--- src/rtl/mem_copy_engine.sv ---
// Word-by-word memory copy engine: reads a source word, then writes it to the destination, in ascending order.
// Optional feature: define MEM_COPY_CHECKSUM_EN to add a running 32-bit sum of the copied words on port checksum.
module mem_copy_engine #(
  parameter int unsigned RAM_SIZE_BIT = 8
) (
  input  logic                    clk,
  input  logic                    reset,
  input  logic                    start,
  input  logic [31:0]             src_addr,
  input  logic [31:0]             dst_addr,
  input  logic [RAM_SIZE_BIT:0]   length,
  output logic                    busy,
  output logic                    done,
  output logic [31:0]             Address,
  output logic [31:0]             Write_data,
  output logic                    MemRead,
  output logic                    MemWrite,
  input  logic [31:0]             Read_data
`ifdef MEM_COPY_CHECKSUM_EN
  ,
  output logic [31:0]             checksum
`endif
);

  localparam int unsigned LEN_W  = RAM_SIZE_BIT + 1;
  localparam int unsigned WADR_W = 30;
  localparam logic [LEN_W-1:0] MAX_LEN = {1'b1, {RAM_SIZE_BIT{1'b0}}};

  typedef enum logic [1:0] {
    IDLE  = 2'd0,
    READ  = 2'd1,
    WRITE = 2'd2,
    DONE  = 2'd3
  } state_t;

  state_t              state_q, state_n;
  logic [LEN_W-1:0]    idx_q, idx_n;
  logic [LEN_W-1:0]    len_q, len_n;
  logic [WADR_W-1:0]   src_q, src_n;
  logic [WADR_W-1:0]   dst_q, dst_n;
  logic [31:0]         data_q, data_n;
  logic                busy_n, done_n, rd_n, wr_n;
  logic [31:0]         addr_n, wdata_n;
  logic                accept;

  // Byte-offset bits of the addresses are intentionally ignored.
  logic unused_addr_bits;
  assign unused_addr_bits = ^{src_addr[1:0], dst_addr[1:0]};

  // Next state, datapath and next registered outputs.
  always_comb begin
    state_n = state_q;
    idx_n   = idx_q;
    len_n   = len_q;
    src_n   = src_q;
    dst_n   = dst_q;
    data_n  = data_q;
    accept  = 1'b0;
    busy_n  = 1'b0;
    done_n  = 1'b0;
    rd_n    = 1'b0;
    wr_n    = 1'b0;
    addr_n  = '0;
    wdata_n = '0;

    case (state_q)
      IDLE: begin
        if (start) begin
          accept  = 1'b1;
          src_n   = src_addr[31:2];
          dst_n   = dst_addr[31:2];
          len_n   = (length > MAX_LEN) ? MAX_LEN : length;
          idx_n   = '0;
          state_n = (length == '0) ? DONE : READ;
        end
      end
      READ: begin
        data_n  = Read_data;
        state_n = WRITE;
      end
      WRITE: begin
        idx_n   = idx_q + LEN_W'(1);
        state_n = (idx_n == len_q) ? DONE : READ;
      end
      DONE: begin
        state_n = IDLE;
      end
      default: begin
        state_n = IDLE;
      end
    endcase

    // Outputs are registered from the upcoming state so they line up with it.
    busy_n = (state_n != IDLE);
    done_n = (state_n == DONE);
    if (state_n == READ) begin
      rd_n   = 1'b1;
      addr_n = {src_n + WADR_W'(idx_n), 2'b00};
    end
    if (state_n == WRITE) begin
      wr_n    = 1'b1;
      addr_n  = {dst_n + WADR_W'(idx_n), 2'b00};
      wdata_n = data_n;
    end
  end

  always_ff @(posedge clk or negedge reset) begin
    if (!reset) begin
      state_q    <= IDLE;
      idx_q      <= '0;
      len_q      <= '0;
      src_q      <= '0;
      dst_q      <= '0;
      data_q     <= '0;
      busy       <= 1'b0;
      done       <= 1'b0;
      MemRead    <= 1'b0;
      MemWrite   <= 1'b0;
      Address    <= '0;
      Write_data <= '0;
    end else begin
      state_q    <= state_n;
      idx_q      <= idx_n;
      len_q      <= len_n;
      src_q      <= src_n;
      dst_q      <= dst_n;
      data_q     <= data_n;
      busy       <= busy_n;
      done       <= done_n;
      MemRead    <= rd_n;
      MemWrite   <= wr_n;
      Address    <= addr_n;
      Write_data <= wdata_n;
    end
  end

`ifdef MEM_COPY_CHECKSUM_EN
  logic [31:0] checksum_n;

  // Sum of the words written; held after completion until the next accepted start.
  always_comb begin
    checksum_n = checksum;
    if (accept) begin
      checksum_n = '0;
    end else if (state_q == WRITE) begin
      checksum_n = checksum + data_q;
    end
  end

  always_ff @(posedge clk or negedge reset) begin
    if (!reset) begin
      checksum <= '0;
    end else begin
      checksum <= checksum_n;
    end
  end
`endif

endmodule

--- config.mk ---
export PLATFORM = sky130hd
export DESIGN_NAME = mem_copy_engine
export DESIGN_NICKNAME = d
export VERILOG_FILES = /design/src/rtl/mem_copy_engine.sv
export SDC_FILE = /design/constraint.sdc
export NUM_CORES = 1
export LEC_CHECK = 0
export ABC_AREA = 1
export BUFFER_PORTS_ARGS = -buffer_cell sky130_fd_sc_hd__buf_2
export CORE_MARGIN = 4
export CORE_UTILIZATION = 30
export CTS_CLUSTER_DIAMETER = 80
export DETAILED_ROUTE_END_ITERATION = 7
export GPL_TIMING_DRIVEN = 0
export PLACE_DENSITY = 0.53
export SETUP_SLACK_MARGIN = 0.3
export SLEW_MARGIN = 20
export SYNTH_ARGS = -nofsm -noshare
export SYNTH_HDL_FRONTEND = slang
export SYNTH_SLANG_ARGS = --single-unit
--- constraint.sdc ---
create_clock -name clk -period 10.3 [get_ports clk]
set_input_delay 1.545 -clock clk [delete_from_list [all_inputs] [get_ports clk]]
set_output_delay 1.545 -clock clk [all_outputs]
set_load 0.02 [all_outputs]
# == Word level (Yosys, flattened, before mapping) ==
# Cells that the tools add are included.
# W data, S select, Z words.
# totals
reg_bits,180
in_bits,108
out_inout_bits,68
# classes
n_addsub,3
order_cmp,1
eq_ne,7
mux,17
reduce_logical,4
# op_table
cell,count
$mux W32,4
$mux W30,4
$add A30 B9 Y30,2
$mux W9,2
$pmux W9 S2,1
$add A9 B1 Y9 const B,1
$eq A9 B9 Y1,1
$gt A9 B9 Y1 const B,1
$logic_not A9 Y1,1
$eq A2 B2 Y1 const B,4
$pmux W2 S4,1
$mux W2,3
$eq A2 B1 Y1 const B,2
$logic_not A2 Y1,1
$mux W1,2
$reduce_and A2 Y1,1
$reduce_bool A2 Y1,1

# == Longest topological paths before layout ==
# depth
ltp_word,7
ltp_mapped,26

# == Worst setup path before layout ==
# Ideal clock, no wire load.
# synth_timing
path_type,input-to-reg
start,in start
end,reg Address[30]
setup_ps,116
arrival_ps,4261
required_ps,10184
slack_ps,5922
path_stages,25
cell_sequence,nand2_2 buf_6 buf_12 buf_6 clkbuf_1 buf_1 nand2_1 nand2_1 ha_1 inv_1 fa_1 inv_1 a31oi_1 nor2_1 nand3_1 nand2_2 nand2_1 nand2_2 nand2_1 nand2_2 nand2_1 nand2_1 nand2_1 nand2_1 nand2_1
# synth_between
elab_chain_cells,5
word_cells_on_any_way,14
cone_classes,2 x add/sub; 2 x eq/ne; 10 x mux
# synth_rtl
item,line_no,rtl
from (decl),8,"input logic start,"
$mux W30,68,if (start) begin
$mux W30,66,case (state_q)
via src_n[0],39,"logic [WADR_W-1:0] src_q, src_n;"
$add A30 B9 Y30,98,"addr_n = {src_n + WADR_W'(idx_n), 2'b00};"
$mux W32,96,if (state_n == READ) begin
$mux W32,100,if (state_n == WRITE) begin
via addr_n[30],43,"logic [31:0] addr_n, wdata_n;"
to (signal assigned),132,Address <= addr_n;
to (decl),14,"output logic [31:0] Address,"
# The timed path passes the listed nets, and every way through them passes these cells.
# A chain may end at the register's enable or synchronous reset.

# == Worst setup path after layout ==
# layout_timing
start,in start
end,reg Address[18]
# The elaborated chain is that of the path after synthesis.

==> flow_summary.toml <==
[status]
status = "finished, final reports clean"

[clock_tree]
clockBufferDepth = 2
cts_inserted_buffers = 17
postCtsSetupRepairBufs = 0
ctsResizeCount = 0
postCtsHoldBufs = 0
clkSinkCount = 146
clk_transition_reported_paths_ns = 0.06
clk_latency_ns = 0.43
cts_tree = "built"
root_buffer = "clkbuf_16"
h-tree-depth = 4

[routing]
drt-total-wl_mm = 25.3
dr.pass1.iters = 5
ant_nets = 0
vias_per_cell = 4.60
num_vias = 7283
drc = 0
drt_iter0_markers = 520
routedWlPerCell_um = 15.9

[global_route]
gr-total-overflow = 0
grt_start_max_net_pins = 78
antenna_found_initial = 1
grt_pass1_wl_mm = 40.3
gr-usage-all-layers_pct = 17.0
grt_pass1_vias = 7425

[floorplan]
fp.dieW_um = 173
rows = 60
fp.coreArea_um2 = 27000
initial_core_util_pct = 30.4
dieHeight_um = 173
top_level_ports = 176
die-area_um2 = 30000

[setup_path]
cpMostUsedCell = "nand2_1"
crit_family = "buffers and inverters"
crit_arrival_ns = 5.42
startpoint_type = "input pin"
cp_max_fo = 10
path_cells = "buf_2 -> nand2_2 -> buf_6 -> buf_12 -> buf_6 -> clkbuf_1 -> buf_1 -> nand2_1 -> nand2_1 -> ha_1 -> inv_1 -> fa_1 -> inv_1 -> a31oi_1 -> nor2_1 -> nand3_1 -> nand2_2 -> nand2_1 -> nand2_2 -> nand2_1 -> nand2_2 -> nand3_1 -> nand3_1 -> nand2_1"
cp_num_buf_inv = 8
rrSetupSlack_ns = 5.94
cp_slowest_cell = "clkbuf_1"
crit_required_ns = 10.61
cp_num_cells = 24
path_class = "in -> reg"
crit_start = "start"
r2r-start = "state_q[1]"
critPathMaxStageDelay_ns = 0.58
r2r_cells = 24
cp-endpoint = "Address[18]"
crit_path_end_kind = "register"
r2r_end = "Address[18]"

[sta]
finalSetupViolCount = 0
worst_pin_slew_ns = 0.739
max_clock_freq_mhz = 196
slew_headroom_pct = 50.7
drv_slew = 0
rsz0062_at_grt = "no"
period_share_pct = 49.6
hold_violations = 0
period_needed_ns = 5.11
fin_skew_ns = 0.00841
fin_tns_setup_ns = 0

[synthesis]
postSynthCellCount = 1040
synth_edf_count = 0
synth_seq_cells = 146
syn_area_um2 = 8200
async_flop_share_pct = 100
ys.flop_type = "dfrtp_1"
avgSynthCellArea_um2 = 7.88
ys_types = 49
yosysSeqAreaShare_pct = 44.6
synth_warnings = 0

[place]
gp_congestion = 0.857
hpwlAfterDp_mm = 19.8
port_buffers = 169
dpl.cell_count = 1552

[min_path]
holdCritPathClass = "reg -> reg"

[pwr]
p_total_mw = 1.24
power_density_nw_per_um2 = 123
power_leakage_nw = 5.76
ir_drop_mv = 0.0807

[layout]
syn2layout_area_growth_pct = 23.2
instances_no_fill = 1584
drive_above_1_share_pct = 28.3
fin_nets = 1356
fillerInstances = 2791

[job]
max-cap-violations = 0
==> how the worst min path moves through the flow <==
stage	startpoint	endpoint	slack [ns]	cells past startpoint
floorplan	dst_q[2]	dst_q[2]	0.45	2
global placement	src_q[3]	src_q[3]	0.47	2
detailed placement	dst_q[0]	dst_q[0]	0.47	2
CTS	dst_q[0]	dst_q[0]	0.49	2
global route	dst_q[2]	dst_q[2]	0.51	2
finish	dst_q[0]	dst_q[0]	0.49	2
==> cell families (layout without fill, tap and decap cells) <==
group | count (synthesis) | after routing | synth area share [%]
AO/OA/AOI/OAI | 117 | 117 | 8.30
XOR/XNOR | 13 | 13 | 1.48
adder cells (fa/ha/maj) | 18 | 18 | 2.93
buffers and inverters | 176 | 377 | 9.39
flip-flops | 146 | 146 | 44.6
other | 1 | 3 | 0.0458
AND/OR/NAND/NOR | 569 | 569 | 33.3
==> stage by stage <==
| step | cell area [um^2] | setup WS [ns] | hold WS, ns | utilization (%) |
|---|---|---|---|---|
| floorplan | 8200 | 5.92 | 0.448 | - |
| detailed placement | 9510 | 4.77 | 0.474 | 35.3 |
| global route | 10100 | 4.91 | 0.508 | 37.5 |
| CTS | 10100 | 5.21 | 0.492 | 37.5 |
| global placement | 9470 | 4.76 | 0.468 | 35.1 |
| finish | 10100 | 5.19 | 0.487 | 37.5 |
==> state kept, by name, summed over array words and instances (netlist names) <==
register / flops
len_q: 9
dst_q: 30
MemRead: 1
busy: 1
Address: 30
MemWrite: 1
src_q: 30
Write_data: 32
idx_q: 9
done: 1
state_q: 2
==> worst reg2reg max path, cell delays in order, from the launching register on <==
cell      delay [ns]
dfrtp_1         0.42
nor2_2          0.07
nand2_2         0.12
buf_6           0.20
buf_12          0.17
buf_6           0.16
clkbuf_1        0.58
buf_1           0.45
nand2_1         0.10
nand2_1         0.11
ha_1            0.17
inv_1           0.06
fa_1            0.40
inv_1           0.07
a31oi_1         0.11
nor2_1          0.12
nand3_1         0.10
nand2_2         0.13
nand2_1         0.08
nand2_2         0.11
nand2_1         0.09
nand2_2         0.16
nand3_1         0.09
nand3_1         0.12
nand2_1         0.06
==> final cells by class <==
cell class	instances	area (um^2)	area share, %
diodes	1	2.50	0.0248
well taps	341	427	4.23
multi-input cells	719	3780	37.4
repair buffers	170	883	8.75
plain buffers	27	210	2.08
flip-flops and latches	146	3650	36.2
clock inverters	12	133	1.31
inverters	149	559	5.54
clock buffers	19	453	4.49
==> Yosys cell counts, types with 4 or more instances <==
library cell,count,area (um^2)
a21oi_1,25,125
buf_4,4,30.0
buf_6,10,113
clkbuf_1,8,30.0
dfrtp_1,146,3650
ha_1,16,200
inv_1,137,514
inv_2,12,45.0
nand2_1,251,942
nand2_2,25,156
nand2_4,6,67.6
nand3_1,110,551
nand3_2,8,80.1
nand4_1,10,62.6
nor2_1,82,308
nor2_2,18,113
nor2_4,4,45.0
nor3_2,8,80.1
o21ai_0,40,200
o21ai_1,24,120
o21ai_2,13,114
o22ai_1,4,25.0
or2_1,5,31.3
or2_2,33,206
xnor2_1,5,43.8
xor2_1,7,61.3
==> cell usage in the layout, fill, tap and decap left out, types with 6 or more instances in the layout <==
cell / netlist / layout
o21ai_2: 13 / 13
nand2_4: 6 / 6
clkbuf_16: 0 / 17
o21ai_0: 40 / 40
nand3_1: 110 / 110
nor2_1: 82 / 82
buf_6: 10 / 10
buf_2: 2 / 170
o21ai_1: 24 / 24
nor2_2: 18 / 18
nand3_2: 8 / 8
inv_1: 137 / 137
nand4_1: 10 / 10
nor3_2: 8 / 8
nand2_2: 25 / 25
or2_2: 33 / 33
inv_2: 12 / 12
a21oi_1: 25 / 25
ha_1: 16 / 16
nand2_1: 251 / 251
xor2_1: 7 / 7
dfrtp_1: 146 / 146
clkbuf_1: 8 / 8
==> power by group <==
part	internal, mW	switching [mW]
logic	0.0184	0.0236
clock network	0.369	0.259
registers	0.574	0
total	0.961	0.282
==> metal layers <==
layer,vias up,part of all wire (%),GRT usage (%)
met5,-,0.028,0
met1,3381,45,22.1
li1,3681,-,-
met2,185,48,29.0
met3,34,4.9,3.40
met4,2,2.0,4.52
(Power assumes the default switching activity.)
